## config.mk

```make
export PLATFORM = sky130hd
export DESIGN_NAME = multicycle_control_fsm_flat
export DESIGN_NICKNAME = d
export VERILOG_FILES = /design/src/rtl/multicycle_control_fsm_if.sv /design/src/rtl/multicycle_control_fsm.sv /design/src/flat_wrapper.sv
export SDC_FILE = /design/constraint.sdc
export NUM_CORES = 1
export LEC_CHECK = 0
export CAP_MARGIN = 20
export CORE_MARGIN = 8
export CORE_UTILIZATION = 34
export CTS_BUF_LIST = sky130_fd_sc_hd__clkbuf_2
export DETAILED_ROUTE_END_ITERATION = 12
export PLACE_DENSITY = 0.75
export SLEW_MARGIN = 40
export SYNTH_ARGS = -nofsm -noshare
export SYNTH_HDL_FRONTEND = slang
export SYNTH_SLANG_ARGS = --single-unit
```

## constraint.sdc

```tcl
create_clock -name CLK -period 1.33 [get_ports CLK]
set_input_delay 0.266 -clock CLK [delete_from_list [all_inputs] [get_ports CLK]]
set_output_delay 0.266 -clock CLK [all_outputs]
set_load 0.005 [all_outputs]
```

## src/rtl/multicycle_control_fsm_if.sv

```systemverilog
// Control bundle between the multicycle main FSM and the RV32I datapath.
// Master side is the FSM; slave side is the datapath/cache.
interface multicycle_control_fsm_if;
  logic [6:0] OP;
  logic       ZERO;
  logic       CACHE_STALL;
  logic       PC_WRITE;
  logic       PC_UPDATE;
  logic       BRANCH;
  logic       REG_WRITE;
  logic       MEM_WRITE;
  logic       MEM_RD;
  logic       IR_WRITE;
  logic       ADR_SRC;
  logic [1:0] RESULT_SRC;
  logic [1:0] ALU_SRC_A;
  logic [1:0] ALU_SRC_B;
  logic [1:0] ALUOP1_0;
  logic       ILLEGAL_OP;
  logic [3:0] STATE;

  modport master (
    input  OP, ZERO, CACHE_STALL,
    output PC_WRITE, PC_UPDATE, BRANCH,
    output REG_WRITE, MEM_WRITE, MEM_RD,
    output IR_WRITE, ADR_SRC, RESULT_SRC,
    output ALU_SRC_A, ALU_SRC_B, ALUOP1_0,
    output ILLEGAL_OP, STATE
  );

  modport slave (
    output OP, ZERO, CACHE_STALL,
    input  PC_WRITE, PC_UPDATE, BRANCH,
    input  REG_WRITE, MEM_WRITE, MEM_RD,
    input  IR_WRITE, ADR_SRC, RESULT_SRC,
    input  ALU_SRC_A, ALU_SRC_B, ALUOP1_0,
    input  ILLEGAL_OP, STATE
  );
endinterface

```

## src/rtl/multicycle_control_fsm.sv

```systemverilog
// Main control FSM for the multicycle RV32I datapath.
// Moore-decoded strobes; holds state while the cache is stalled.
module multicycle_control_fsm (
  input  logic CLK,
  input  logic RST,
  multicycle_control_fsm_if.master bus
);

  typedef enum logic [3:0] {
    S_FETCH    = 4'd0,
    S_DECODE   = 4'd1,
    S_MEMADR   = 4'd2,
    S_MEMREAD  = 4'd3,
    S_MEMWB    = 4'd4,
    S_MEMWRITE = 4'd5,
    S_EXECR    = 4'd6,
    S_EXECI    = 4'd7,
    S_ALUWB    = 4'd8,
    S_JAL      = 4'd9,
    S_BEQ      = 4'd10
  } state_t;

  localparam logic [6:0] OP_LW  = 7'b0000011;
  localparam logic [6:0] OP_SW  = 7'b0100011;
  localparam logic [6:0] OP_R   = 7'b0110011;
  localparam logic [6:0] OP_I   = 7'b0010011;
  localparam logic [6:0] OP_JAL = 7'b1101111;
  localparam logic [6:0] OP_BEQ = 7'b1100011;

  state_t state_q;
  state_t state_d;

  logic       pc_update;
  logic       branch;
  logic       reg_write;
  logic       mem_write;
  logic       mem_rd;
  logic       ir_write;
  logic       illegal;
  logic       stall;

  assign stall = bus.CACHE_STALL;

  always_ff @(posedge CLK or negedge RST) begin
    if (!RST) state_q <= S_FETCH;
    else      state_q <= state_d;
  end

  always_comb begin
    state_d        = S_FETCH;
    pc_update      = 1'b0;
    branch         = 1'b0;
    reg_write      = 1'b0;
    mem_write      = 1'b0;
    mem_rd         = 1'b0;
    ir_write       = 1'b0;
    illegal        = 1'b0;
    bus.ADR_SRC    = 1'b0;
    bus.RESULT_SRC = 2'b00;
    bus.ALU_SRC_A  = 2'b00;
    bus.ALU_SRC_B  = 2'b00;
    bus.ALUOP1_0   = 2'b00;
    case (state_q)
      S_FETCH: begin
        mem_rd         = 1'b1;
        bus.ALU_SRC_B  = 2'b10;
        bus.RESULT_SRC = 2'b10;
        ir_write       = !stall;
        pc_update      = !stall;
        state_d        = stall ? S_FETCH : S_DECODE;
      end
      S_DECODE: begin
        bus.ALU_SRC_A = 2'b01;
        bus.ALU_SRC_B = 2'b01;
        case (bus.OP)
          OP_LW, OP_SW: state_d = S_MEMADR;
          OP_R:         state_d = S_EXECR;
          OP_I:         state_d = S_EXECI;
          OP_JAL:       state_d = S_JAL;
          OP_BEQ:       state_d = S_BEQ;
          default: begin
            state_d = S_FETCH;
            illegal = 1'b1;
          end
        endcase
      end
      S_MEMADR: begin
        bus.ALU_SRC_A = 2'b10;
        bus.ALU_SRC_B = 2'b01;
        state_d = bus.OP[5] ? S_MEMWRITE : S_MEMREAD;
      end
      S_MEMREAD: begin
        bus.ADR_SRC = 1'b1;
        mem_rd      = 1'b1;
        state_d     = stall ? S_MEMREAD : S_MEMWB;
      end
      S_MEMWB: begin
        bus.RESULT_SRC = 2'b01;
        reg_write      = 1'b1;
      end
      S_MEMWRITE: begin
        bus.ADR_SRC = 1'b1;
        mem_write   = 1'b1;
        state_d     = stall ? S_MEMWRITE : S_FETCH;
      end
      S_EXECR: begin
        bus.ALU_SRC_A = 2'b10;
        bus.ALUOP1_0  = 2'b10;
        state_d       = S_ALUWB;
      end
      S_EXECI: begin
        bus.ALU_SRC_A = 2'b10;
        bus.ALU_SRC_B = 2'b01;
        bus.ALUOP1_0  = 2'b10;
        state_d       = S_ALUWB;
      end
      S_ALUWB: reg_write = 1'b1;
      S_JAL: begin
        bus.ALU_SRC_A = 2'b01;
        bus.ALU_SRC_B = 2'b10;
        pc_update     = 1'b1;
        state_d       = S_ALUWB;
      end
      S_BEQ: begin
        bus.ALU_SRC_A = 2'b10;
        bus.ALUOP1_0  = 2'b01;
        branch        = 1'b1;
      end
      default: state_d = S_FETCH;
    endcase
  end

  // Strobes are gated by reset so FETCH's MEM_RD never leaks while held.
  always_comb begin
    bus.PC_UPDATE  = pc_update & RST;
    bus.BRANCH     = branch & RST;
    bus.REG_WRITE  = reg_write & RST;
    bus.MEM_WRITE  = mem_write & RST;
    bus.MEM_RD     = mem_rd & RST;
    bus.IR_WRITE   = ir_write & RST;
    bus.ILLEGAL_OP = illegal & RST;
    bus.PC_WRITE   = (pc_update | (branch & bus.ZERO)) & RST;
    bus.STATE      = state_q;
  end

endmodule

```

## src/flat_wrapper.sv

```systemverilog
// flat-port wrapper written by rule: the top's interface ports become plain ports
module multicycle_control_fsm_flat 
  (CLK, RST, bus_OP, bus_ZERO, bus_CACHE_STALL, bus_PC_WRITE, bus_PC_UPDATE, bus_BRANCH, bus_REG_WRITE, bus_MEM_WRITE, bus_MEM_RD, bus_IR_WRITE, bus_ADR_SRC, bus_RESULT_SRC, bus_ALU_SRC_A, bus_ALU_SRC_B, bus_ALUOP1_0, bus_ILLEGAL_OP, bus_STATE);
  multicycle_control_fsm_if bus_i ();
  input  logic CLK;
  input  logic RST;
  input wire logic [$bits(bus_i.OP)-1:0] bus_OP;
  input wire logic [$bits(bus_i.ZERO)-1:0] bus_ZERO;
  input wire logic [$bits(bus_i.CACHE_STALL)-1:0] bus_CACHE_STALL;
  output wire logic [$bits(bus_i.PC_WRITE)-1:0] bus_PC_WRITE;
  output wire logic [$bits(bus_i.PC_UPDATE)-1:0] bus_PC_UPDATE;
  output wire logic [$bits(bus_i.BRANCH)-1:0] bus_BRANCH;
  output wire logic [$bits(bus_i.REG_WRITE)-1:0] bus_REG_WRITE;
  output wire logic [$bits(bus_i.MEM_WRITE)-1:0] bus_MEM_WRITE;
  output wire logic [$bits(bus_i.MEM_RD)-1:0] bus_MEM_RD;
  output wire logic [$bits(bus_i.IR_WRITE)-1:0] bus_IR_WRITE;
  output wire logic [$bits(bus_i.ADR_SRC)-1:0] bus_ADR_SRC;
  output wire logic [$bits(bus_i.RESULT_SRC)-1:0] bus_RESULT_SRC;
  output wire logic [$bits(bus_i.ALU_SRC_A)-1:0] bus_ALU_SRC_A;
  output wire logic [$bits(bus_i.ALU_SRC_B)-1:0] bus_ALU_SRC_B;
  output wire logic [$bits(bus_i.ALUOP1_0)-1:0] bus_ALUOP1_0;
  output wire logic [$bits(bus_i.ILLEGAL_OP)-1:0] bus_ILLEGAL_OP;
  output wire logic [$bits(bus_i.STATE)-1:0] bus_STATE;
  assign bus_i.OP = bus_OP;
  assign bus_i.ZERO = bus_ZERO;
  assign bus_i.CACHE_STALL = bus_CACHE_STALL;
  assign bus_PC_WRITE = bus_i.PC_WRITE;
  assign bus_PC_UPDATE = bus_i.PC_UPDATE;
  assign bus_BRANCH = bus_i.BRANCH;
  assign bus_REG_WRITE = bus_i.REG_WRITE;
  assign bus_MEM_WRITE = bus_i.MEM_WRITE;
  assign bus_MEM_RD = bus_i.MEM_RD;
  assign bus_IR_WRITE = bus_i.IR_WRITE;
  assign bus_ADR_SRC = bus_i.ADR_SRC;
  assign bus_RESULT_SRC = bus_i.RESULT_SRC;
  assign bus_ALU_SRC_A = bus_i.ALU_SRC_A;
  assign bus_ALU_SRC_B = bus_i.ALU_SRC_B;
  assign bus_ALUOP1_0 = bus_i.ALUOP1_0;
  assign bus_ILLEGAL_OP = bus_i.ILLEGAL_OP;
  assign bus_STATE = bus_i.STATE;
  multicycle_control_fsm u_core (.CLK(CLK), .RST(RST), .bus(bus_i));
endmodule
```

==> results.yml <==
global_routing:
  globalRoute.totalOverflow: 0
  grt_max_degree: 10
  antenna_found_initial: 0
  grtUsageTotal_pct: 18.8
  grt_pass1_vias: 920
  grt_pass1_wl_um: 4840
pwr:
  power.switching_w: 0.000288
  p_sw_share_pct: 39.0
  p_per_area_nw_per_um2: 519
  power_frac_seq_pct: 18.3
  pwr-share-clk_pct: 21.8
  p_leak_nw: 0.663
  ir_drop_mv: 0.301
  power.internal_w: 0.000451
  comb_power_share_pct: 59.9
timing:
  setup_viol: 23
  tightestPinTransition_ns: 0.338
  slew_headroom_pct: 77.3
  max_freq_ghz: 0.562
  fin_skew_ns: 0.0392
  hold_viol: 0
  min_period_ns: 1.78
  layout_setup_ws_ns: -0.449
  finalMaxSlewViolations: 0
  period_share_pct: 134
  grt_setup_unrepaired: "yes"
  tns_ns: -6.60
routing:
  dr.pass1.iters: 5
  via_per_inst: 6.06
  drcViolationCount: 0
  antenna_left: 0
  vias: 981
  detail_route.iter0.violations: 89
  drt-total-wl_um: 3650
  wl_per_cell_um: 22.5
yosys:
  synth_flop_cell: "dfrtp_1"
  ys_seq_area_share_pct: 18.3
  syn_inst: 70
  ys_warn_count: 0
  syn_nets: 81
  synth_edf_count: 0
  avgSynthCellArea_um2: 7.79
  syn_area_um2: 546
  ys_seq_elements: 4
  yosysUniqueCellTypes: 33
  async_flop_share_pct: 100
finish:
  synthToLayoutAreaGrowth_pct: 161
  fin_nets: 158
  antenna_cells: 0
  final_util_pct: 94.5
  largest_reg_flops: 4
  drive_gt1_share_pct: 70.5
  design_area_um2: 1420
place:
  place.gp.congestion: 0.806
  detailed_place.area_um2: 1050
  portBuffers: 31
  dp_hpwl_um: 1630
clock_network:
  cts_max_level: 1
  clockRootBuffer: "clkbuf_2"
  cts_buffer_depth: 2
  insertion_delay_ns: 0.27
  cts_tree: "built"
  cts_made_buffers: 3
  clkTransAtPathRegs_ns: 0.09
  numClockSinks: 4
  hold_buffers: 0
die:
  dieArea_um2: 3140
  die_w_um: 56.1
  start_util_pct: 36.2
  core_area_um2: 1510
  num_rows: 14
  ioPinCount: 32
  chipHeight_um: 56.1
worst_setup_path:
  cp_max_fo: 3
  critPathKind: "reg2out"
  worst_setup_path_start_kind: "register"
  required_ns: 1.06
  endpoint_kind: "primary output"
  cp.arrival_ns: 1.51
run_status:
  outcome: "finished, violations left"
  violations: "setup timing"
job:
  drv_cap: 0
worst_hold_path:
  hold_class: "in2async"
## placed cells by master (no fill, tap or decap), types with 3 or more instances in the layout
cell | synthesis | routed
buf_12 | 0 | 5
nand2_1 | 7 | 5
buf_6 | 3 | 21
nor2_1 | 11 | 8
clkdlybuf4s50_1 | 0 | 7
dlygate4sd2_1 | 0 | 3
dfrtp_2 | 0 | 3
a21oi_1 | 5 | 3
nor2_4 | 0 | 3
clkbuf_2 | 0 | 6
buf_2 | 1 | 14
buf_4 | 1 | 23
## layer usage
metal	wire length (um)	track usage, %
met5	0	0
met4	100	5.50
met3	384	5.25
met2	1840	33.3
met1	1320	21.0
## power by group through the flow
stage / clock network (W) / logic, W / registers, W
2_1_floorplan: 0 / 0.000125 / 0.000136
3_3_place_gp: 0 / 0.000291 / 0.000139
3_5_place_dp: 0 / 0.000298 / 0.000140
4_1_cts: 0.000136 / 0.000353 / 0.000133
5_1_grt: 0.000175 / 0.000463 / 0.000135
6_report: 0.000161 / 0.000443 / 0.000135
## kinds of logic (layout without fill, tap and decap cells)
group | count (synthesis) | count (layout) | synth area share [%]
xor gates and xnor gates | 4 | 4 | 6.42
DFF | 4 | 4 | 18.3
buffers and inverters | 6 | 82 | 9.17
and+or+nand+nor | 38 | 38 | 44.7
AOI/OAI and AO/OA | 18 | 18 | 21.3
## final cells by class
cell class                      instances  area [um^2]
Multi-Input combinational cell         60          551
Timing Repair Buffer                   77          726
Fill cell                              39         82.6
Inverter                                1         3.75
Sequential cell                         4          104
Clock buffer                            4         20.0
Tap cell                               16         20.0
## critical path: stages (launching register included)
cell,delay (ns)
dfrtp_2,0.48
nor3_4,0.18
a21oi_2,0.06
nor4b_4,0.26
a21o_1,0.13
buf_2,0.12
## stage by stage
| stage | total power [W] | setup WS (ns) | hold slack, ns | cells |
|---|---|---|---|---|
| 2_1_floorplan | 0.000261 | -0.0446 | -0.0296 | 70 |
| 6_report | 0.000739 | -0.449 | 0.244 | 162 |
| 3_3_place_gp | 0.000430 | -0.783 | 0.688 | 136 |
| 4_1_cts | 0.000622 | -0.370 | 0.257 | 157 |
| 5_1_grt | 0.000773 | -0.539 | 0.245 | 162 |
| 3_5_place_dp | 0.000438 | -0.818 | 0.689 | 136 |
## cells in the mapped netlist (2+ instances only)
cell type  count  area, um^2
nand2b_1       2        12.5
and2_1         2        12.5
nor4_1         2        12.5
nor3_1         3        15.0
nand2_1        7        26.3
dfrtp_1        4         100
a21oi_1        5        25.0
xnor2_1        2        17.5
o21a_1         2        15.0
xor2_1         2        17.5
o21ai_0        3        15.0
o22ai_1        2        12.5
nor3b_1        2        15.0
nor2_1        11        41.3
buf_6          3        33.8
## path summary, 6_finish.rpt
kind | from | slack [ns] | end | depth (start not counted)
max | u_core.bus.STATE[3]$_DFF_PN0_ | -0.45 | bus_PC_WRITE | 5
min | RST | 0.24 | u_core.bus.STATE[3]$_DFF_PN0_ | 2
max reg2reg | u_core.bus.STATE[1]$_DFF_PN0_ | -0.31 | u_core.bus.STATE[0]$_DFF_PN0_ | 6
min reg2reg | u_core.bus.STATE[3]$_DFF_PN0_ | 0.85 | u_core.bus.STATE[2]$_DFF_PN0_ | 3
max in group asynchronous | RST | 0.92 | u_core.bus.STATE[0]$_DFF_PN0_ | 2
min in group CLK | bus_OP[4] | 0.57 | u_core.bus.STATE[2]$_DFF_PN0_ | 3
## repair_timing
item | in CTS | in global routing
gates cloned | 2 | 1
setup endpoints to repair | 25 | 25
setup buffers | 15 | 7
gates resized for setup | 119 | 25
pin swaps | 14 | 16
(Power assumes the default switching activity.)
